$ cat config.mk
export PLATFORM = sky130hd
export DESIGN_NAME = caravel_sram_scan_flat
export DESIGN_NICKNAME = d
export VERILOG_FILES = /design/src/rtl/caravel_sram_scan_pkg.sv /design/src/rtl/caravel_sram_scan_if.sv /design/src/rtl/caravel_sram_scan_scan_reg.sv /design/src/rtl/caravel_sram_scan.sv /design/src/flat_wrapper.sv
export SDC_FILE = /design/constraint.sdc
export NUM_CORES = 1
export LEC_CHECK = 0
export CAP_MARGIN = 25
export CORE_MARGIN = 10
export CORE_UTILIZATION = 46
export CTS_CLUSTER_DIAMETER = 60
export DETAILED_ROUTE_END_ITERATION = 6
export PLACE_DENSITY = 0.77
export SLEW_MARGIN = 20
export SYNTH_ARGS = -nofsm -noshare
export SYNTH_HDL_FRONTEND = slang
export SYNTH_HIERARCHICAL = 1
export SYNTH_SLANG_ARGS = --single-unit
$ cat constraint.sdc
create_clock -name gpio_clk -period 0.9 [get_ports gpio_clk]
set_input_delay 0.09 -clock gpio_clk [delete_from_list [all_inputs] [get_ports gpio_clk]]
set_output_delay 0.09 -clock gpio_clk [all_outputs]
set_load 0.02 [all_outputs]
$ cat src/rtl/caravel_sram_scan_pkg.sv
// Shared widths, chain field positions and command layout for the SRAM scan controller.
// Field positions are MSB-first along the 112-bit chain; bit 111 leaves on gpio_out first.
package caravel_sram_scan_pkg;

    localparam int ADDR_W  = 16;
    localparam int DATA_W  = 32;
    localparam int SEL_W   = 4;
    localparam int WMASK_W = DATA_W / 8;
    localparam int CHAIN_W = SEL_W + 2 * (ADDR_W + DATA_W + 6);

    // sel values at or above this address single-port macros (no port 1)
    localparam int SP_BASE = 8;

    localparam int SEL_MSB    = 111;
    localparam int SEL_LSB    = 108;
    localparam int ADDR0_MSB  = 107;
    localparam int ADDR0_LSB  = 92;
    localparam int DIN0_MSB   = 91;
    localparam int DIN0_LSB   = 60;
    localparam int CSB0_BIT   = 59;
    localparam int WEB0_BIT   = 58;
    localparam int WMASK0_MSB = 57;
    localparam int WMASK0_LSB = 54;
    localparam int ADDR1_MSB  = 53;
    localparam int ADDR1_LSB  = 38;
    localparam int DIN1_MSB   = 37;
    localparam int DIN1_LSB   = 6;
    localparam int CSB1_BIT   = 5;
    localparam int WEB1_BIT   = 4;
    localparam int WMASK1_MSB = 3;
    localparam int WMASK1_LSB = 0;

    typedef struct packed {
        logic [SEL_W-1:0]   sel;
        logic [ADDR_W-1:0]  addr0;
        logic [DATA_W-1:0]  din0;
        logic               csb0;
        logic               web0;
        logic [WMASK_W-1:0] wmask0;
        logic [ADDR_W-1:0]  addr1;
        logic [DATA_W-1:0]  din1;
        logic               csb1;
        logic               web1;
        logic [WMASK_W-1:0] wmask1;
    } cmd_t;

    function automatic logic is_single_port(input logic [SEL_W-1:0] sel);
        return int'(sel) >= SP_BASE;
    endfunction

endpackage

$ cat src/rtl/caravel_sram_scan_if.sv
// Bus between the scan controller and the externally muxed OpenRAM test macros.
interface caravel_sram_scan_if
    import caravel_sram_scan_pkg::*;
    ();

    // Access semantics: a port is accessed on every rising edge where its csb
    // is low; controls are sampled on that edge and dout is valid after it.
    // There is no ready back-pressure: the macro always accepts the access.
    logic [SEL_W-1:0]   sram_sel;
    logic               sram_csb0;
    logic               sram_web0;
    logic [WMASK_W-1:0] sram_wmask0;
    logic [ADDR_W-1:0]  sram_addr0;
    logic [DATA_W-1:0]  sram_din0;
    logic [DATA_W-1:0]  sram_dout0;
    logic               sram_csb1;
    logic               sram_web1;
    logic [WMASK_W-1:0] sram_wmask1;
    logic [ADDR_W-1:0]  sram_addr1;
    logic [DATA_W-1:0]  sram_din1;
    logic [DATA_W-1:0]  sram_dout1;

    modport master (
        output sram_sel,
        output sram_csb0, sram_web0, sram_wmask0, sram_addr0, sram_din0,
        output sram_csb1, sram_web1, sram_wmask1, sram_addr1, sram_din1,
        input  sram_dout0, sram_dout1
    );

    modport slave (
        input  sram_sel,
        input  sram_csb0, sram_web0, sram_wmask0, sram_addr0, sram_din0,
        input  sram_csb1, sram_web1, sram_wmask1, sram_addr1, sram_din1,
        output sram_dout0, sram_dout1
    );

endinterface

$ cat src/rtl/caravel_sram_scan_scan_reg.sv
// 112-bit command/result scan register: serial shift, read-data parallel load,
// and an optional whole-chain load used by the logic-analyzer path.
module scan_reg
    import caravel_sram_scan_pkg::*;
    (
    input  logic               clk,
    input  logic               rst_n,
    input  logic               scan,
    input  logic               load,
    input  logic               scan_bit,
    input  logic [DATA_W-1:0]  load_din0,
    input  logic [DATA_W-1:0]  load_din1,
    input  logic               alt_load,
    input  logic [CHAIN_W-1:0] alt_data,
    output logic [CHAIN_W-1:0] chain,
    output logic               scan_msb
);

    // Priority: reset > whole-chain load > read-data load > shift > hold
    always_ff @(posedge clk) begin
        if (!rst_n) begin
            chain <= '0;
        end else if (alt_load) begin
            chain <= alt_data;
        end else if (load) begin
            chain[DIN0_MSB:DIN0_LSB] <= load_din0;
            chain[DIN1_MSB:DIN1_LSB] <= load_din1;
        end else if (scan) begin
            chain <= {chain[CHAIN_W-2:0], scan_bit};
        end
    end

    assign scan_msb = chain[CHAIN_W-1];

endmodule

$ cat src/rtl/caravel_sram_scan.sv
// GPIO scan-chain test controller for the OpenRAM test macros: scan in a command,
// strobe global_csb, capture/load read data, scan the result out. Optional LA_EN adds LA chain access.
module caravel_sram_scan
    import caravel_sram_scan_pkg::*;
    (
    input  logic                gpio_clk,
    input  logic                gpio_resetn,
    input  logic                gpio_in,
    input  logic                gpio_scan,
    input  logic                gpio_sram_load,
    input  logic                global_csb,
    output logic                gpio_out,
    caravel_sram_scan_if.master sram
`ifdef LA_EN
    ,
    input  logic                la_mode,
    input  logic [CHAIN_W-1:0]  la_data_in,
    input  logic                la_load,
    output logic [CHAIN_W-1:0]  la_data_out
`endif
);

    logic [CHAIN_W-1:0] chain;
    cmd_t               cmd;
    logic               eff_csb0;
    logic               eff_csb1;
    logic               acc_q;
    logic               rd0_q;
    logic               rd1_q;
    logic [DATA_W-1:0]  dout0_q;
    logic [DATA_W-1:0]  dout1_q;
    logic               alt_load;
    logic [CHAIN_W-1:0] alt_data;

`ifdef LA_EN
    assign alt_load    = la_mode & la_load;
    assign alt_data    = la_data_in;
    assign la_data_out = chain;
`else
    assign alt_load = 1'b0;
    assign alt_data = '0;
`endif

    scan_reg u_scan_reg (
        .clk       (gpio_clk),
        .rst_n     (gpio_resetn),
        .scan      (gpio_scan),
        .load      (gpio_sram_load),
        .scan_bit  (gpio_in),
        .load_din0 (dout0_q),
        .load_din1 (dout1_q),
        .alt_load  (alt_load),
        .alt_data  (alt_data),
        .chain     (chain),
        .scan_msb  (gpio_out)
    );

    assign cmd = cmd_t'(chain);

    // The chain resets to all-zero (csb fields enabled), so reset itself must hold csb high
    assign eff_csb0 = global_csb | cmd.csb0 | ~gpio_resetn;
    assign eff_csb1 = global_csb | cmd.csb1 | ~gpio_resetn | is_single_port(cmd.sel);

    assign sram.sram_sel    = cmd.sel;
    assign sram.sram_csb0   = eff_csb0;
    assign sram.sram_web0   = cmd.web0;
    assign sram.sram_wmask0 = cmd.wmask0;
    assign sram.sram_addr0  = cmd.addr0;
    assign sram.sram_din0   = cmd.din0;
    assign sram.sram_csb1   = eff_csb1;
    assign sram.sram_web1   = cmd.web1;
    assign sram.sram_wmask1 = cmd.wmask1;
    assign sram.sram_addr1  = cmd.addr1;
    assign sram.sram_din1   = cmd.din1;

    // rdN_q remembers whether port N performed a read on the strobe edge; the
    // capture edge then takes macro data for reads and zero for writes/idle ports.
    always_ff @(posedge gpio_clk) begin
        if (!gpio_resetn) begin
            acc_q   <= 1'b0;
            rd0_q   <= 1'b0;
            rd1_q   <= 1'b0;
            dout0_q <= '0;
            dout1_q <= '0;
        end else begin
            acc_q <= ~global_csb;
            rd0_q <= ~eff_csb0 & cmd.web0;
            rd1_q <= ~eff_csb1 & cmd.web1;
            if (acc_q) begin
                dout0_q <= rd0_q ? sram.sram_dout0 : '0;
                dout1_q <= rd1_q ? sram.sram_dout1 : '0;
            end
        end
    end

endmodule

$ cat src/flat_wrapper.sv
// flat-port wrapper written by rule: the top's interface ports become plain ports
module caravel_sram_scan_flat import caravel_sram_scan_pkg::*;
  (gpio_clk, gpio_resetn, gpio_in, gpio_scan, gpio_sram_load, global_csb, gpio_out, sram_sram_sel, sram_sram_csb0, sram_sram_web0, sram_sram_wmask0, sram_sram_addr0, sram_sram_din0, sram_sram_csb1, sram_sram_web1, sram_sram_wmask1, sram_sram_addr1, sram_sram_din1, sram_sram_dout0, sram_sram_dout1);
  caravel_sram_scan_if sram_i ();
  input  logic gpio_clk;
  input  logic gpio_resetn;
  input  logic gpio_in;
  input  logic gpio_scan;
  input  logic gpio_sram_load;
  input  logic global_csb;
  output logic gpio_out;
  output wire logic [$bits(sram_i.sram_sel)-1:0] sram_sram_sel;
  output wire logic [$bits(sram_i.sram_csb0)-1:0] sram_sram_csb0;
  output wire logic [$bits(sram_i.sram_web0)-1:0] sram_sram_web0;
  output wire logic [$bits(sram_i.sram_wmask0)-1:0] sram_sram_wmask0;
  output wire logic [$bits(sram_i.sram_addr0)-1:0] sram_sram_addr0;
  output wire logic [$bits(sram_i.sram_din0)-1:0] sram_sram_din0;
  output wire logic [$bits(sram_i.sram_csb1)-1:0] sram_sram_csb1;
  output wire logic [$bits(sram_i.sram_web1)-1:0] sram_sram_web1;
  output wire logic [$bits(sram_i.sram_wmask1)-1:0] sram_sram_wmask1;
  output wire logic [$bits(sram_i.sram_addr1)-1:0] sram_sram_addr1;
  output wire logic [$bits(sram_i.sram_din1)-1:0] sram_sram_din1;
  input wire logic [$bits(sram_i.sram_dout0)-1:0] sram_sram_dout0;
  input wire logic [$bits(sram_i.sram_dout1)-1:0] sram_sram_dout1;
  assign sram_sram_sel = sram_i.sram_sel;
  assign sram_sram_csb0 = sram_i.sram_csb0;
  assign sram_sram_web0 = sram_i.sram_web0;
  assign sram_sram_wmask0 = sram_i.sram_wmask0;
  assign sram_sram_addr0 = sram_i.sram_addr0;
  assign sram_sram_din0 = sram_i.sram_din0;
  assign sram_sram_csb1 = sram_i.sram_csb1;
  assign sram_sram_web1 = sram_i.sram_web1;
  assign sram_sram_wmask1 = sram_i.sram_wmask1;
  assign sram_sram_addr1 = sram_i.sram_addr1;
  assign sram_sram_din1 = sram_i.sram_din1;
  assign sram_i.sram_dout0 = sram_sram_dout0;
  assign sram_i.sram_dout1 = sram_sram_dout1;
  caravel_sram_scan u_core (.gpio_clk(gpio_clk), .gpio_resetn(gpio_resetn), .gpio_in(gpio_in), .gpio_scan(gpio_scan), .gpio_sram_load(gpio_sram_load), .global_csb(global_csb), .gpio_out(gpio_out), .sram(sram_i));
endmodule
# Word level (Yosys, flattened, before mapping)
# Cells that the tools add are included.
[classes]
n_addsub = 0
mul = 0
div_mod_pow = 0
n_lt_le_gt_ge = 1
n_eq_ne = 0
shift = 0
n_mux = 5
bitwise = 12
n_reduce_logical = 2
[op_table]
columns = ["op", "n"]
rows = [
  ["$mux 32", 4],
  ["$mux 92", 1],
  ["$not 1->1", 5],
  ["$or 1x1->1", 5],
  ["$ge 4x4->1 const B", 1],
  ["$and 1x1->1", 2],
  ["$reduce_and 2->1", 1],
  ["$reduce_bool 2->1", 1],
]
[word_totals]
ff_bits = 179
latch_bits = 0
ramBits = 0
mem_bits_ro = 0
input_bits = 70
out_inout_bits = 113
wordCells = 27
memories = 0

# Logic depth before layout (Yosys ltp)
[logic_depth]
word_depth = 5
depth_mapped = 5
ltp_nobuf = 3

# Hierarchy
# Netlist, hierarchy kept.
[by_module_without_submodules]
columns = ["mod", "instances", "cells_each", "area_each_um2", "seq_area_each_um2"]
rows = [
  ["scan_reg", 1, 627, 5541.6, 2242.2],
  ["caravel_sram_scan", 1, 296, 2563.7, 1341.3],
]

# Worst setup path after synthesis
# OpenSTA, ideal clock, no wires.
[synth_path]
path_type = "register to output"
from = "register u_core.u_scan_reg.chain[111]"
to = "output port sram_sram_csb1"
t_arrival_ps = 991
required_ps = 810
path_slack_ps = -181
stages_incl_launch_ff = 3
path_buffers = 1
cell_sequence = "dfxtp_1 -> buf_4 -> or3_1"
[synth_via]
elab_chain_len = 2
[synth_lines]
columns = ["element", "line", "source"]
rows = [
  ["start, declared", "caravel_sram_scan_scan_reg.sv:15", "output logic [CHAIN_W-1:0] chain,"],
  ["start signal, assigned", "caravel_sram_scan_scan_reg.sv:24", "chain <= alt_data;"],
  ["start signal, assigned by index", "caravel_sram_scan_scan_reg.sv:26", "chain[DIN0_MSB:DIN0_LSB] <= load_din0;"],
  ["start signal, assigned by index", "caravel_sram_scan_scan_reg.sv:27", "chain[DIN1_MSB:DIN1_LSB] <= load_din1;"],
  ["$ge 4x4->1", "caravel_sram_scan_pkg.sv:48", "return int'(sel) >= SP_BASE;"],
  ["$or 1x1->1", "caravel_sram_scan.sv:62", "assign eff_csb1 = global_csb | cmd.csb1 | ~gpio_resetn | is_single_port(cmd.sel);"],
  ["end, declared", "flat_wrapper.sv:18", "output wire logic [$bits(sram_i.sram_csb1)-1:0] sram_sram_csb1;"],
]
# No other way between the ends.

# Worst setup path in the final report
[layout_path]
from = "register u_core.u_scan_reg.chain[59]"
to = "output port sram_sram_csb0"
[layout_via]
elab_chain_len = 2
[layout_lines]
columns = ["element", "line", "source"]
rows = [
  ["$or 1x1->1 (2 in series)", "caravel_sram_scan.sv:61", "assign eff_csb0 = global_csb | cmd.csb0 | ~gpio_resetn;"],
  ["end, declared", "flat_wrapper.sv:13", "output wire logic [$bits(sram_i.sram_csb0)-1:0] sram_sram_csb0;"],
]
# No other way between the ends.

==> impl_metrics.env <==
export IMPL_cp_slowest_cell="or3b_4"
export IMPL_cts_made_buffers=17
export IMPL_ys_types=25
export IMPL_dp_cells=1475
export IMPL_setup_ws_ps=-470.4
export IMPL_io_buffers=182
export IMPL_place_area_sq_um=11200
export IMPL_grt_ovfl_total=0
export IMPL_cts_reportedPaths_clkPinSlew_ps=60
export IMPL_setup_viol=234
export IMPL_max_vdd_ir_drop_mv=1.378
export IMPL_grt_usage=0.2139
export IMPL_vias=8065
export IMPL_wirelength_microns=27810
export IMPL_pwr_density_cell_nw_per_um2=1584
export IMPL_fin_skew_ps=11.13
export IMPL_globalplace_congestion=0.7770
export IMPL_cts_buffer_depth=2
export IMPL_period_minus_slack_ps=1370
export IMPL_max_freq_mhz=729.7
export IMPL_status="finished with violations"
export IMPL_critPathLaunchType="flip-flop"
export IMPL_first_iter_violations=489
export IMPL_syn_area_per_cell_sq_um=8.781
export IMPL_area_growth_syn_to_layout_pct=63.46
export IMPL_final_instance_count_excl_fill=1563
export IMPL_cts_hold_buffers=0
export IMPL_cts_max_level=4
export IMPL_ys_seq_area_frac=0.4421
export IMPL_design_die_area_sq_um=23330
export IMPL_initial_core_util=0.4686
export IMPL_fin_nets=1394
export IMPL_p_leak_nw=5.643
export IMPL_cp_arrival_ps=1280
export IMPL_hold_viol_final=0
export IMPL_crit_chain="or3b_4 -> buf_6"
export IMPL_ant_nets=0
export IMPL_die_x_microns=152.7
export IMPL_violations="negative setup slack"
export IMPL_layout_commonest_cell="nand2_1"
export IMPL_yosysWarnings=6
export IMPL_drc=0
export IMPL_dpl_hpwl_microns=15690
export IMPL_io_pins=183
export IMPL_rows=48
export IMPL_post_drt_wl_per_cell_microns=17.79
export IMPL_coreArea_sq_um=17300
export IMPL_crit_required_ps=810
export IMPL_crit_path_end_kind="primary output"
export IMPL_netlist_area_sq_um=8105
export IMPL_finalPower_w=0.02098
export IMPL_path_class="reg2out"
export IMPL_cts_root_buf="clkbuf_16"
export IMPL_grt_pass1_vias=7987
export IMPL_n_fill_cell=1180
export IMPL_drv_slew=0
export IMPL_drv_cap=0
export IMPL_rsz0062_at_grt="yes"
export IMPL_die_h_microns=152.7
export IMPL_grt_start_max_net_pins=161
export IMPL_multi_input_area_sq_um=4591
export IMPL_insertion_delay_ps=430
export IMPL_hp_class="in2reg"
export IMPL_synth_cells=923
export IMPL_post_route_period_util=1.523
export IMPL_vias_per_cell=5.160
export IMPL_max_stage_delay_ps=380
export IMPL_drtPass1Iterations=7
export IMPL_grt_pass1_wl_microns=41860
export IMPL_clock_sinks=179
export IMPL_design_area_sq_um=13250
export IMPL_antenna_found_initial=0
export IMPL_drive_gt1_frac=0.3583
export IMPL_cts_tree="built"
export IMPL_yosys_register_bits=179
export IMPL_mostFrequentLayoutCells="nand2_1 (220), buf_6 (174), conb_1 (115)"
export IMPL_crit_fanout=2
export IMPL_regArea_sq_um=3739
[synth_stat cells]
library cell / n / area [sq um]
o21ai_1: 62 / 310.3
nor3_1: 1 / 5.000
a32o_1: 64 / 640.6
clkbuf_1: 27 / 101.4
and2_1: 1 / 6.260
clkinv_1: 1 / 3.750
nand2b_1: 58 / 362.9
nand2_1: 226 / 848.3
or3b_1: 1 / 8.760
inv_1: 2 / 7.510
clkbuf_2: 1 / 5.000
nand3b_1: 64 / 480.5
conb_1: 1 / 3.750
nor2b_1: 2 / 12.51
or3_1: 1 / 6.260
or2b_1: 8 / 60.06
buf_4: 7 / 52.55
buf_2: 31 / 155.2
mux2i_1: 64 / 640.6
nor4b_1: 1 / 8.760
o21ai_0: 50 / 250.2
nor2_1: 1 / 3.750
buf_6: 22 / 247.7
a31oi_1: 48 / 300.3
dfxtp_1: 179 / 3583
[path summary, 6_finish.rpt]
| kind | slack, ps | depth (start not counted) | endpoint | from |
|---|---|---|---|---|
| hold reg to reg | 470 | 2 | u_core/dout0_q[2]$_SDFFE_PN0P_ | u_core/dout0_q[2]$_SDFFE_PN0P_ |
| setup / recovery | -470 | 2 | sram_sram_csb0 | u_core/u_scan_reg/chain[59]$_SDFFE_PN0P_ |
| setup reg to reg | -180 | 4 | u_core/u_scan_reg/chain[37]$_SDFFE_PN0P_ | u_core/u_scan_reg/chain[36]$_SDFFE_PN0P_ |
| hold / removal | 60 | 4 | u_core/acc_q$_SDFF_PN0_ | gpio_resetn |
[per-stage QoR]
stage                     setup TNS [ps]    util  hold WS (ps)  setup WS [ps]
after floorplan                    -1745       -         222.6         -34.30
after global placement            -76560  0.6476         458.0         -762.7
after detailed placement          -81250  0.6476         462.1         -778.7
after CTS                         -17940  0.7257         45.07         -477.3
after global routing              -29890  0.7658         91.82         -503.0
final                             -22090  0.7660         58.31         -470.4
[flip-flops by register name, summed over array words and instances (netlist names)]
name                     cells
u_core/acc_q                 1
u_core/dout0_q              32
u_core/dout1_q              32
u_core/rd0_q                 1
u_core/rd1_q                 1
u_core/u_scan_reg/chain    112
[worst max-delay path: cells and delay by family, from the launching register on]
kind                   cells  cell delay, ps
and+or+nand+nor            1             380
DFF                        1             340
buffers and inverters      1             140
[logic make-up (layout without fill, tap and decap cells)]
| group | Yosys count | in the layout | synth area share |
|---|---|---|---|
| AOI/OAI and AO/OA | 224 | 224 | 0.1852 |
| buffers and inverters | 91 | 391 | 0.07070 |
| DFF | 179 | 179 | 0.4421 |
| muxes | 64 | 64 | 0.07904 |
| other | 1 | 116 | 0.0004627 |
| and+or+nand+nor | 364 | 364 | 0.2224 |
[layer usage]
layer | up-vias | global-route usage | wire length (microns)
met5 | - | 0 | 0
met4 | 0 | 0.05086 | 408
met3 | 28 | 0.08016 | 2281
met2 | 260 | 0.3560 | 13600
met1 | 3833 | 0.2550 | 11520
li1 | 3944 | - | -
[cell type report]
type	instances	share of cell area
repair buffers	356	0.3021
inverters	3	0.0008499
clock inverters	11	0.01143
well taps	225	0.02125
multi-input cells	767	0.3465
diodes	1	0.0001889
flip-flops and latches	179	0.2822
clock buffers	21	0.03551
[repair_timing]
item	CTS	global route
resized for setup	844	72
pin swaps	64	94
hold endpoints to repair	0	0
buffers inserted	19	22
gates cloned	3	12
endpoints found under the setup margin	258	244
[power by group]
group          internal [W]  total, W  switching, W
combinational       0.00239   0.00440       0.00201
clock               0.00461   0.00785       0.00323
sequential          0.00838   0.00873      0.000355
Note: power is estimated with default switching activity, not from simulation.
